## config.mk

```make
export PLATFORM = sky130hd
export DESIGN_NAME = stream_demux_flat
export DESIGN_NICKNAME = d
export VERILOG_FILES = /design/src/rtl/stream_demux_pkg.sv /design/src/rtl/stream_demux_if.sv /design/src/rtl/stream_demux_chan_reg.sv /design/src/rtl/stream_demux.sv /design/src/flat_wrapper.sv
export SDC_FILE = /design/constraint.sdc
export NUM_CORES = 1
export LEC_CHECK = 0
export ABC_AREA = 0
export CAP_MARGIN = 40
export CORE_MARGIN = 5
export CORE_UTILIZATION = 50
export CTS_BUF_LIST = sky130_fd_sc_hd__clkbuf_2 sky130_fd_sc_hd__clkbuf_4 sky130_fd_sc_hd__clkbuf_8
export DETAILED_ROUTE_END_ITERATION = 8
export GPL_ROUTABILITY_DRIVEN = 0
export GPL_TIMING_DRIVEN = 0
export PLACE_DENSITY_LB_ADDON = 0.2
export SYNTH_ARGS = -nofsm -noshare
export SYNTH_HDL_FRONTEND = slang
export SYNTH_SLANG_ARGS = --single-unit
```

## constraint.sdc

```tcl
create_clock -name clk -period 2.9 [get_ports clk]
set_input_delay 0.87 -clock clk [delete_from_list [all_inputs] [get_ports clk]]
set_output_delay 0.87 -clock clk [all_outputs]
set_load 0.1 [all_outputs]
```

## src/rtl/stream_demux_pkg.sv

```systemverilog
// demux_pkg: shared channel-state type and counter width for stream_demux
package demux_pkg;
    localparam int DROP_CNT_W = 8;
    typedef enum logic {CH_EMPTY, CH_FULL} chan_state_t;
endpackage

```

## src/rtl/stream_demux_if.sv

```systemverilog
// stream_demux_if: input stream, per-channel output streams and drop status
interface stream_demux_if #(
    parameter int WIDTH    = 8,
    parameter int CHANNELS = 4
);
    import demux_pkg::*;
    localparam int SEL_W = $clog2(CHANNELS);
    logic                      in_valid;
    logic                      in_ready;
    logic [WIDTH-1:0]          in_data;
    logic [SEL_W-1:0]          in_sel;
    logic [CHANNELS-1:0]       out_valid;
    logic [CHANNELS-1:0]       out_ready;
    logic [CHANNELS*WIDTH-1:0] out_data;
    logic                      sel_err;
    logic [DROP_CNT_W-1:0]     drop_count;
    modport master (
        output in_valid, in_data, in_sel, out_ready,
        input  in_ready, out_valid, out_data, sel_err, drop_count
    );
    modport slave (
        input  in_valid, in_data, in_sel, out_ready,
        output in_ready, out_valid, out_data, sel_err, drop_count
    );
endinterface

```

## src/rtl/stream_demux_chan_reg.sv

```systemverilog
// demux_chan_reg: one-entry EMPTY/FULL holder with load and drain controls
module demux_chan_reg
    import demux_pkg::*;
#(
    parameter int WIDTH = 8
) (
    input  logic             clk,
    input  logic             rst_n,
    input  logic             load,
    input  logic             drain,
    input  logic [WIDTH-1:0] din,
    output logic             valid,
    output logic [WIDTH-1:0] data
);
    chan_state_t state, state_next;
    // holder state register
    always_ff @(posedge clk or negedge rst_n) begin
        if (!rst_n) state <= CH_EMPTY;
        else        state <= state_next;
    end
    // a load wins over a drain so a same-cycle drain and refill stays FULL
    always_comb begin
        state_next = state;
        state_next = load ? CH_FULL : (drain ? CH_EMPTY : state);
    end
    // word captured only on load, stable while FULL
    always_ff @(posedge clk or negedge rst_n) begin
        if (!rst_n)    data <= '0;
        else if (load) data <= din;
    end
    assign valid = (state == CH_FULL);
endmodule

```

## src/rtl/stream_demux.sv

```systemverilog
// stream_demux: registered 1-to-N stream demultiplexer with per-channel back-pressure
module stream_demux
    import demux_pkg::*;
#(
    parameter int WIDTH     = 8,
    parameter int CHANNELS  = 4,
    parameter bit ZERO_IDLE = 1
) (
    input logic            clk,
    input logic            rst_n,
    stream_demux_if.slave  bus
);
    localparam int SEL_W = $clog2(CHANNELS);
    logic [CHANNELS-1:0] hit, load, drain, valid;
    logic [WIDTH-1:0]    data [CHANNELS];
    logic                drop;
    for (genvar i = 0; i < CHANNELS; i++) begin : g_ch
        assign hit[i]   = (bus.in_sel == SEL_W'(i));
        assign drain[i] = valid[i] & bus.out_ready[i];
        assign load[i]  = bus.in_valid & bus.in_ready & hit[i];
        demux_chan_reg #(.WIDTH(WIDTH)) u_chan (
            .clk   (clk),
            .rst_n (rst_n),
            .load  (load[i]),
            .drain (drain[i]),
            .din   (bus.in_data),
            .valid (valid[i]),
            .data  (data[i])
        );
        assign bus.out_data[i*WIDTH +: WIDTH] = ZERO_IDLE ? (data[i] & {WIDTH{valid[i]}}) : data[i];
    end
    // no hit means an out-of-range select, which is always accepted and dropped
    assign bus.in_ready  = ~|hit | |(hit & (~valid | bus.out_ready));
    assign bus.out_valid = valid;
    assign drop          = bus.in_valid & bus.in_ready & ~|hit;
    // drop pulse and saturating drop counter
    always_ff @(posedge clk or negedge rst_n) begin
        if (!rst_n) begin
            bus.sel_err    <= 1'b0;
            bus.drop_count <= '0;
        end else begin
            bus.sel_err <= drop;
            if (drop && bus.drop_count != '1) bus.drop_count <= bus.drop_count + 1'b1;
        end
    end
endmodule
```

## src/flat_wrapper.sv

```systemverilog
// flat-port wrapper written by rule: the top's interface ports become plain ports
module stream_demux_flat import demux_pkg::*;
#(
    parameter int WIDTH     = 8,
    parameter int CHANNELS  = 4,
    parameter bit ZERO_IDLE = 1
)
  (clk, rst_n, bus_in_valid, bus_in_data, bus_in_sel, bus_out_ready, bus_in_ready, bus_out_valid, bus_out_data, bus_sel_err, bus_drop_count);
  stream_demux_if #(.WIDTH(WIDTH), .CHANNELS(CHANNELS)) bus_i ();
  input logic clk;
  input logic rst_n;
  input wire logic [$bits(bus_i.in_valid)-1:0] bus_in_valid;
  input wire logic [$bits(bus_i.in_data)-1:0] bus_in_data;
  input wire logic [$bits(bus_i.in_sel)-1:0] bus_in_sel;
  input wire logic [$bits(bus_i.out_ready)-1:0] bus_out_ready;
  output wire logic [$bits(bus_i.in_ready)-1:0] bus_in_ready;
  output wire logic [$bits(bus_i.out_valid)-1:0] bus_out_valid;
  output wire logic [$bits(bus_i.out_data)-1:0] bus_out_data;
  output wire logic [$bits(bus_i.sel_err)-1:0] bus_sel_err;
  output wire logic [$bits(bus_i.drop_count)-1:0] bus_drop_count;
  assign bus_i.in_valid = bus_in_valid;
  assign bus_i.in_data = bus_in_data;
  assign bus_i.in_sel = bus_in_sel;
  assign bus_i.out_ready = bus_out_ready;
  assign bus_in_ready = bus_i.in_ready;
  assign bus_out_valid = bus_i.out_valid;
  assign bus_out_data = bus_i.out_data;
  assign bus_sel_err = bus_i.sel_err;
  assign bus_drop_count = bus_i.drop_count;
  stream_demux #(.WIDTH(WIDTH), .CHANNELS(CHANNELS), .ZERO_IDLE(ZERO_IDLE)) u_core (.clk(clk), .rst_n(rst_n), .bus(bus_i));
endmodule
```

==> summary.txt <==
Die
  • Boundary Pins: 63
  • Die width: 71.5 um
  • Die H: 71.5 um
  • Area of the die: 5110 um^2
  • Initial core utilization: 51.6%
  • Row count: 22
  • Core Region: 3660 um^2

Drt
  • Wire length on met2: 3440 um
  • DR pass1 iterations: 4
  • DR vias: 1571
  • DRC Markers: 0
  • DR top layer: met4
  • Met3 wire len: 418 um
  • DR WL/cell: 20.3 um
  • DR iter-0 viols: 50
  • Drt via density: 5.10
  • Routed Antenna Nets: 0
  • M1 wire length: 2160 um
  • Post-Route WL: 6270 um

Global routing
  • Vias in the first global route: 1881
  • Initial antenna violation count: 0
  • Total grt overflow: 0
  • Largest net degree at the start of global routing: 32
  • Total Routing Usage GR: 27.1%
  • Global-route wire length before repair: 10100 um

Synth
  • Syn_nets: 159
  • Top-count cell post-synth: dfrtp_1
  • Synth Instances: 142
  • Ys flop type: dfrtp_1
  • Syn Area/Cell: 13.3 um^2
  • Register bit total from synthesis: 45
  • Count of cell types in the netlist: 16
  • Sequential fraction of the synthesis area: 59.6%
  • Top-area cell type share of the netlist area: 59.6%
  • Leading post-synthesis cells by cell area: dfrtp_1, mux2_2, and2_1, buf_4, clkbuf_1
  • Yosys warns: 0
  • Cell taking the most area after synthesis: dfrtp_1
  • Top cells by count, synth: dfrtp_1, and2_1, mux2_2
  • Fraction of registers with async set/reset: 100%
  • Post-Syn Area: 1890 um^2
  • EDFF count, synth: 0

STA
  • WHS: 465 ps
  • Maximum clock frequency: 348 MHz
  • Max-slew violations: 0
  • Minimum clock period: 2880 ps
  • Relative slew slack: 65.6%
  • Setup-failing EPs final: 0
  • Fin. Hold Viols: 0
  • Skew final: 9.46 ps
  • Tcrit/Tclk final: 99.2%
  • Setup TNS: 0 ps
  • Worst-margin pin slew: 516 ps
  • RSZ-0062 raised after global routing: no

Clocking
  • Clock sinks: 45
  • Maximum buffer depth of the clock tree: 2
  • H-tree levels: 2
  • CTS Buf Count: 5
  • Hold-fix buffers, CTS: 0
  • Skew-Pair Late Insertion Delay: 310 ps
  • CTS tree: done
  • CTS clk-pin slew, worst paths: 80 ps
  • Clock Tree Root: clkbuf_8

Worst setup path
  • Critical Path AT: 2010 ps
  • Worst Setup Start Kind: primary input
  • Worst setup path class: primary input to primary output
  • Critical Path Start: bus_out_ready[2]
  • Reg-to-Reg End: u_core.g_ch[2].u_chan.data[3]
  • Critical path fanouts, max: 3
  • R2r worst-path depth: 3
  • RR Startpoint: u_core.g_ch[2].u_chan.valid
  • Crit. End Element: primary output
  • Setup slack, reg-to-reg: 1210 ps
  • Critical Path RT: 2030 ps
  • CP Capture Point: bus_in_ready

Placed design
  • DP HPWL: 4120 um
  • Placed Area: 3270 um^2
  • Dpl cells: 298
  • Port Buffer Count: 61

Job
  • Max-cap viol count: 0

Cells and area
  • Layout Cells excl Fill: 308
  • Layout Utilization: 93.2%
  • Nets@finish: 276
  • Share of cells above drive strength 1: 40.4%
  • # diodes: 0
  • Final instance area: 3410 um^2
  • Area growth, synth to finish: 80.5%

Power
  • Max VDD drop: 585 uV
  • P_leak: 1.54 nW
  • Pwr per Cell Area: 584 nW/um^2

Status
  • Status: finished clean

Hold path
  • HP Class: primary input to async pin
layer usage:
layer	track usage, %	vias to the layer above
li1	-	687
met1	27.7	787
met2	48.3	72
met3	9.40	25
met4	14.2	0
met5	0	-
cells in the final DEF, fill, tap and decap left out, types with 2 or more instances in the layout:
master,instances
nand2_1,5
buf_12,2
nor2b_1,2
buf_2,4
dlygate4sd2_1,4
buf_4,7
clkbuf_8,7
dfrtp_1,45
mux2_2,32
nand2b_4,4
clkdlybuf4s50_1,54
and2_1,32
clkbuf_1,8
buf_8,45
power by group:
group          total, W  internal [W]  leakage (nW)  switching, W
Clock          0.000433      0.000216        0.0542      0.000217
Combinational  0.000765      0.000309         0.929      0.000456
Sequential     0.000796      0.000726         0.555     0.0000694
Total           0.00199       0.00125          1.54      0.000742
what timing repair did:
item | CTS | global route
gates resized for setup | 9 | 1
cloned | 0 | 0
pin swaps | 0 | 0
setup endpoints to repair | 1 | 1
buffers inserted | 3 | 0
state kept, by name, indices dropped and copies added (netlist names):
name,cells
u_core.g_ch.u_chan.valid,4
u_core.bus.drop_count,8
u_core.g_ch.u_chan.data,32
u_core.bus.sel_err,1
stage by stage:
step / total power (W) / worst slack, ps
2_1_floorplan: 0.00123 / 219
3_3_place_gp: 0.00137 / -887
3_5_place_dp: 0.00155 / -606
4_1_cts: 0.00199 / 54.0
5_1_grt: 0.00206 / 5.01
6_report: 0.00199 / 24.5
layout make-up:
cell class | count | area (um^2)
multi-input combinational | 82 | 719
clock inverter | 1 | 5.00
buffer | 15 | 75.1
tap | 48 | 60.1
fill | 114 | 248
timing repair buffer | 110 | 1330
clock buffer | 7 | 96.3
sequential | 45 | 1130
cells by family after synthesis:
| family | Yosys count | share of synthesized area, % |
|---|---|---|
| other | 1 | 0.198 |
| buffers and inverters | 15 | 3.97 |
| DFF | 45 | 59.6 |
| AOI/OAI and AO/OA | 1 | 0.264 |
| muxes | 33 | 20.3 |
| and+or+nand+nor | 47 | 15.8 |
critical path, cell delays in order:
cell,delay [ps]
dlygate4sd2_1,250
nand2b_4,150
mux4_2,540
buf_12,200
worst min-delay path by stage:
stage	startpoint	to	slack (ps)	cells after the start
after floorplan	u_core.g_ch[0].u_chan.data[0]	u_core.g_ch[0].u_chan.data[0]	470	1
after global placement	u_core.bus.drop_count[3]	u_core.bus.drop_count[3]	440	1
after detailed placement	u_core.bus.drop_count[3]	u_core.bus.drop_count[3]	450	1
after CTS	rst_n	u_core.g_ch[1].u_chan.data[1]	460	1
after global routing	rst_n	u_core.bus.drop_count[5]	480	1
final	rst_n	u_core.bus.drop_count[5]	470	1
Note: power is estimated with default switching activity, not from simulation.
==> RTL edit 1 (same flow settings) <==
The package constant `DROP_CNT_W` goes from 8 to 12.
--- a/src/rtl/stream_demux_pkg.sv
+++ b/src/rtl/stream_demux_pkg.sv
@@ -1,6 +1,6 @@
 // demux_pkg: shared channel-state type and counter width for stream_demux
 package demux_pkg;
-    localparam int DROP_CNT_W = 8;
+    localparam int DROP_CNT_W = 12;
     typedef enum logic {CH_EMPTY, CH_FULL} chan_state_t;
 endpackage
 
Interface: changed (resized bus_drop_count); port bits go from 63 to 67. No check against the original RTL was run, so the function may have changed too.
==> RTL edit 1 against the unedited design <==
Total power is 12% higher. Sequential cell count is 4 higher. Combinational power grew 3.3%. Wire length is 28% higher. Final area up 8.3%. Synthesized area up 6.1%. First-iteration DRC count rose to 2.9 times the old value. Worst setup slack improved by 0.0087 ns. Count of clock-buffer cells in the layout down 2. Critical path type unchanged. Largest power group unchanged.
==> RTL edit 1: results (changes against the unedited design) <==
stage,metric,value,unit,change
cells_and_area,share of post-route cells with drive strength above 1,40.1,%,was 40.4%
setup_path,cells on worst reg2reg path,4,,was 3
synthesis,ranking of synthesized cells by area,"dfrtp_1, mux2_2, and2_1",,unchanged
global_route,number of global-route vias before repair,2061,,was 1881
drt,via-per-instance ratio,5.47,,was 5.10
synthesis,commonest cells in the synthesized netlist,"dfrtp_1, and2_1, mux2_2",,unchanged
placement,"Cell Area, Placed",3510,um2,was 3270 um2
placement,Port Buffers,65,,was 61
drt,routed len/inst,24.5,um,was 20.3 um
placement,hpwl dp,4620,um,was 4120 um
synthesis,"Net Count, Synth",167,,was 159
global_route,gr usage total,32.8,%,was 27.1%
setup_path,critical path peak fanout,2,,was 3
drt,Initial DRC Count,143,,was 50
setup_path,"Largest stage delay, worst path",0.52,ns,was 0.54 ns
cells_and_area,nets,293,,was 276
cells_and_area,Fillers,102,,was 114
global_route,first-pass GRT wire length,12300,um,was 10100 um
timing,clk_skew,0.00771,ns,was 0.00946 ns
synthesis,register area share after synthesis,61.1,%,was 59.6%
power_and_ir_drop,Worst VDD drop,469,uV,was 585 uV
power_and_ir_drop,Leak Pwr,1.67,nW,was 1.54 nW
timing,Worst Max-Slew Pin Slew,0.566,ns,was 0.516 ns
global_route,largest net degree at the start of global routing,28,,was 32
status,status,"finished, final reports clean",,unchanged
-- RTL edit 1: worst paths after layout --
| kind | end | start | slack [ns] |
|---|---|---|---|
| setup / recovery | bus_in_ready | bus_out_ready[0] | 0.03 |
| hold / removal | u_core.bus.drop_count[8]$_DFFE_PN0P_ | u_core.bus.drop_count[8]$_DFFE_PN0P_ | 0.46 |
| setup reg to reg | u_core.g_ch[2].u_chan.data[0]$_DFFE_PN0P_ | u_core.g_ch[2].u_chan.valid$_DFFE_PN0P_ | 1.13 |
| hold reg to reg | u_core.bus.drop_count[8]$_DFFE_PN0P_ | u_core.bus.drop_count[8]$_DFFE_PN0P_ | 0.46 |
| max in group asynchronous | u_core.g_ch[2].u_chan.valid$_DFFE_PN0P_ | rst_n | 1.80 |
| min in group asynchronous | u_core.g_ch[0].u_chan.data[2]$_DFFE_PN0P_ | rst_n | 0.55 |
-- RTL edit 1: cell type report --
type                            instances  share of cell area (%)
Clock inverter                          3                    1.76
Timing Repair Buffer                  119                    39.6
Buffer                                 19                    2.44
Sequential cell                        49                    33.2
Tap cell                               50                    1.69
Multi-Input combinational cell         82                    19.5
Clock buffer                            5                    1.86
-- RTL edit 1: repair_timing --
action                                  4_1_cts  5_1_grt
gates resized for setup                       9        2
setup buffers                                 4        0
endpoints found under the setup margin        1        2
gates cloned                                  0        0
-- RTL edit 1: metrics by stage --
step	setup WS (ns)	cells	hold WS [ns]	util [%]	power (mW)
6_report	0.0333	327	0.464	93.8	2.23
5_1_grt	0.0200	327	0.476	93.8	2.29
4_1_cts	0.0563	327	0.468	93.7	2.21
3_5_place_dp	-0.581	316	0.450	89.0	1.62
3_3_place_gp	-0.874	265	0.438	69.0	1.43
2_1_floorplan	0.219	150	0.471	-	1.29
-- RTL edit 1: where the power goes --
| part | switching (mW) | internal [mW] |
|---|---|---|
| registers | 0.0841 | 0.782 |
| clock network | 0.234 | 0.343 |
| logic | 0.474 | 0.316 |
-- RTL edit 1: worst reg2reg max path, delay by kind of cell (launching register included) --
kind                   cells  cell delay [ns]
flip-flops                 1             0.52
multiplexers               1             0.42
AND/OR/NAND/NOR            2             0.59
buffers and inverters      1             0.11
-- RTL edit 1: per-layer routing --
layer	vias to the layer above	wire length [um]	track usage (%)
met5	-	0	0
met4	0	370	12.5
met3	37	499	7.25
met2	100	4480	60.7
met1	925	2670	36.2
li1	727	-	-
-- RTL edit 1: logic make-up after synthesis --
group | Yosys count | share of synthesized area [%]
flip-flops | 49 | 61.1
AND/OR/NAND/NOR | 47 | 14.8
multiplexers | 33 | 19.1
buffers and inverters | 19 | 4.49
AO/OA/AOI/OAI | 1 | 0.249
other | 1 | 0.187
==> RTL edit 2 (same settings) <==
Without the edit above. Reset style: synchronous (`rst_n`), changed in 3 clocked blocks.
--- a/src/rtl/stream_demux_chan_reg.sv
+++ b/src/rtl/stream_demux_chan_reg.sv
@@ -14,7 +14,7 @@
 );
     chan_state_t state, state_next;
     // holder state register
-    always_ff @(posedge clk or negedge rst_n) begin
+    always_ff @(posedge clk) begin
         if (!rst_n) state <= CH_EMPTY;
         else        state <= state_next;
     end
@@ -24,7 +24,7 @@
         state_next = load ? CH_FULL : (drain ? CH_EMPTY : state);
     end
     // word captured only on load, stable while FULL
-    always_ff @(posedge clk or negedge rst_n) begin
+    always_ff @(posedge clk) begin
         if (!rst_n)    data <= '0;
         else if (load) data <= din;
     end
--- a/src/rtl/stream_demux.sv
+++ b/src/rtl/stream_demux.sv
@@ -34,7 +34,7 @@
     assign bus.out_valid = valid;
     assign drop          = bus.in_valid & bus.in_ready & ~|hit;
     // drop pulse and saturating drop counter
-    always_ff @(posedge clk or negedge rst_n) begin
+    always_ff @(posedge clk) begin
         if (!rst_n) begin
             bus.sel_err    <= 1'b0;
             bus.drop_count <= '0;
Function: differs if rst_n is asserted again (counterexample within 4 cycles, from zero or initial values and one cycle with rst_n low); with rst_n held inactive, the same outputs for 10 cycles.
==> RTL edit 2 against the unedited design <==
Worst setup slack got worse by 0.0031 ns. Wire length decreased by 9.8%. Critical endpoint unchanged. Sequential cell count unchanged. Global-route usage decreased by 3.4 points. Final area decreased by 1.1%. Critical path type unchanged. Highest routed layer unchanged. Utilization decreased by 1.0 points. Clock skew decreased by 0.0073 ns. Via count increased by 11%. Synthesized area decreased by 0.60%.
Power is not compared: it rests on default switching activity, and its combinational part moved more than twofold at a synthesized area within 25%.
==> RTL edit 2: results (changes against the unedited design) <==
stage,metric,value,unit,change
synthesis,register area share after synthesis,47.9,%,was 59.6%
setup_path,FF-to-FF End,u_core.g_ch[1].u_chan.data[3]$_SDFFE_PN0P_,,was u_core.g_ch[2].u_chan.data[3]$_DFFE_PN0P_
synthesis,Main synth FF type,dfxtp_1,,was dfrtp_1
worst_hold_path,worst min path class,flip-flop to flip-flop,,was input pin to asynchronous set/reset pin
drt,wire length on met3,277,um,was 418 um
global_route,grt met2 use,43.8,%,was 48.3%
placement,hpwl dp,4190,um,was 4120 um
global_route,largest net degree at the start of global routing,13,,was 32
synthesis,commonest cells in the synthesized netlist,"dfxtp_1, nand2_1, mux2i_1",,"was dfrtp_1, and2_1, mux2_2"
drt,vias,1747,,was 1571
synthesis,Post-synth ARST share,0,%,was 100%
setup_path,critical path peak fanout,4,,was 3
global_route,gr usage total,23.7,%,was 27.1%
synthesis,"Net Count, Synth",207,,was 159
synthesis,Netlist cell types,23,,was 16
global_route,first-pass GRT wire length,9420,um,was 10100 um
drt,M1 WL,2160,um,about the same
setup_path,cells on worst reg2reg path,5,,was 3
global_route,met1 GRT Util,25.4,%,was 27.7%
cells_and_area,Post-Layout Cell Count,353,,was 308
synthesis,ranking of synthesized cells by area,"dfxtp_1, mux2i_1, and2_1",,"was dfrtp_1, mux2_2, and2_1"
global_route,number of global-route vias before repair,1909,,was 1881
setup_path,Reg-to-Reg Start,u_core.g_ch[1].u_chan.valid$_SDFFE_PN0P_,,was u_core.g_ch[2].u_chan.valid$_DFFE_PN0P_
timing,Hold Slack,0.457,ns,was 0.465 ns
setup_path,internal reg-to-reg setup slack,1.53,ns,was 1.21 ns
cells_and_area,nets,322,,was 276
setup_path,"CP delay by family, top",buffers and inverters,,was multiplexers
synthesis,multiplexer share of the synthesized area,18.2,%,was 20.3%
synthesis,Post-Synthesis Cells,190,,was 142
setup_path,"Largest stage delay, worst path",0.57,ns,was 0.54 ns
status,status,"finished, final reports clean",,unchanged
timing,clk_skew,0.00215,ns,was 0.00946 ns
placement,Post-Place Worst Slack,-0.632,ns,was -0.606 ns
cells_and_area,share of post-route cells with drive strength above 1,27.2,%,was 40.4%
synthesis,post-synthesis compound-gate area fraction,1.60,%,was 0.265%
timing,min cycle time layout,2.88,ns,about the same
drt,Initial DRC Count,84,,was 50
RTL edit 2: cell types whose count changed in the layout (fill, tap and decap cells not counted), sizes merged, moves of 3 or more:
| cell | before | now |
|---|---|---|
| dfxtp | 0 | 45 |
| and2 | 32 | 40 |
| mux2i | 0 | 32 |
| dfrtp | 45 | 0 |
| mux2 | 32 | 0 |
| a21boi | 0 | 3 |
| clkbuf | 15 | 10 |
| nand2 | 5 | 42 |
RTL edit 2: repair_timing:
item	CTS	global route
setup buffers	2	0
endpoints found under the setup margin	1	1
endpoints found under the hold margin	0	0
pin swaps	0	0
resized for setup	9	2
RTL edit 2: area by class of cell:
type	instances	area (um2)
multi-input combinational	131	908
clock buffer	7	90.1
sequential	45	901
buffer	14	97.6
fill	126	285
tap	48	60.1
timing repair buffer	108	1320
RTL edit 2: stage by stage:
step,TNS (ns),area (um2),power (mW)
floorplan,0,1880,0.754
global placement,-0.948,2550,0.801
detailed placement,-0.632,3250,0.823
CTS,0,3370,1.21
global route,0,3380,1.24
finish,0,3380,1.21
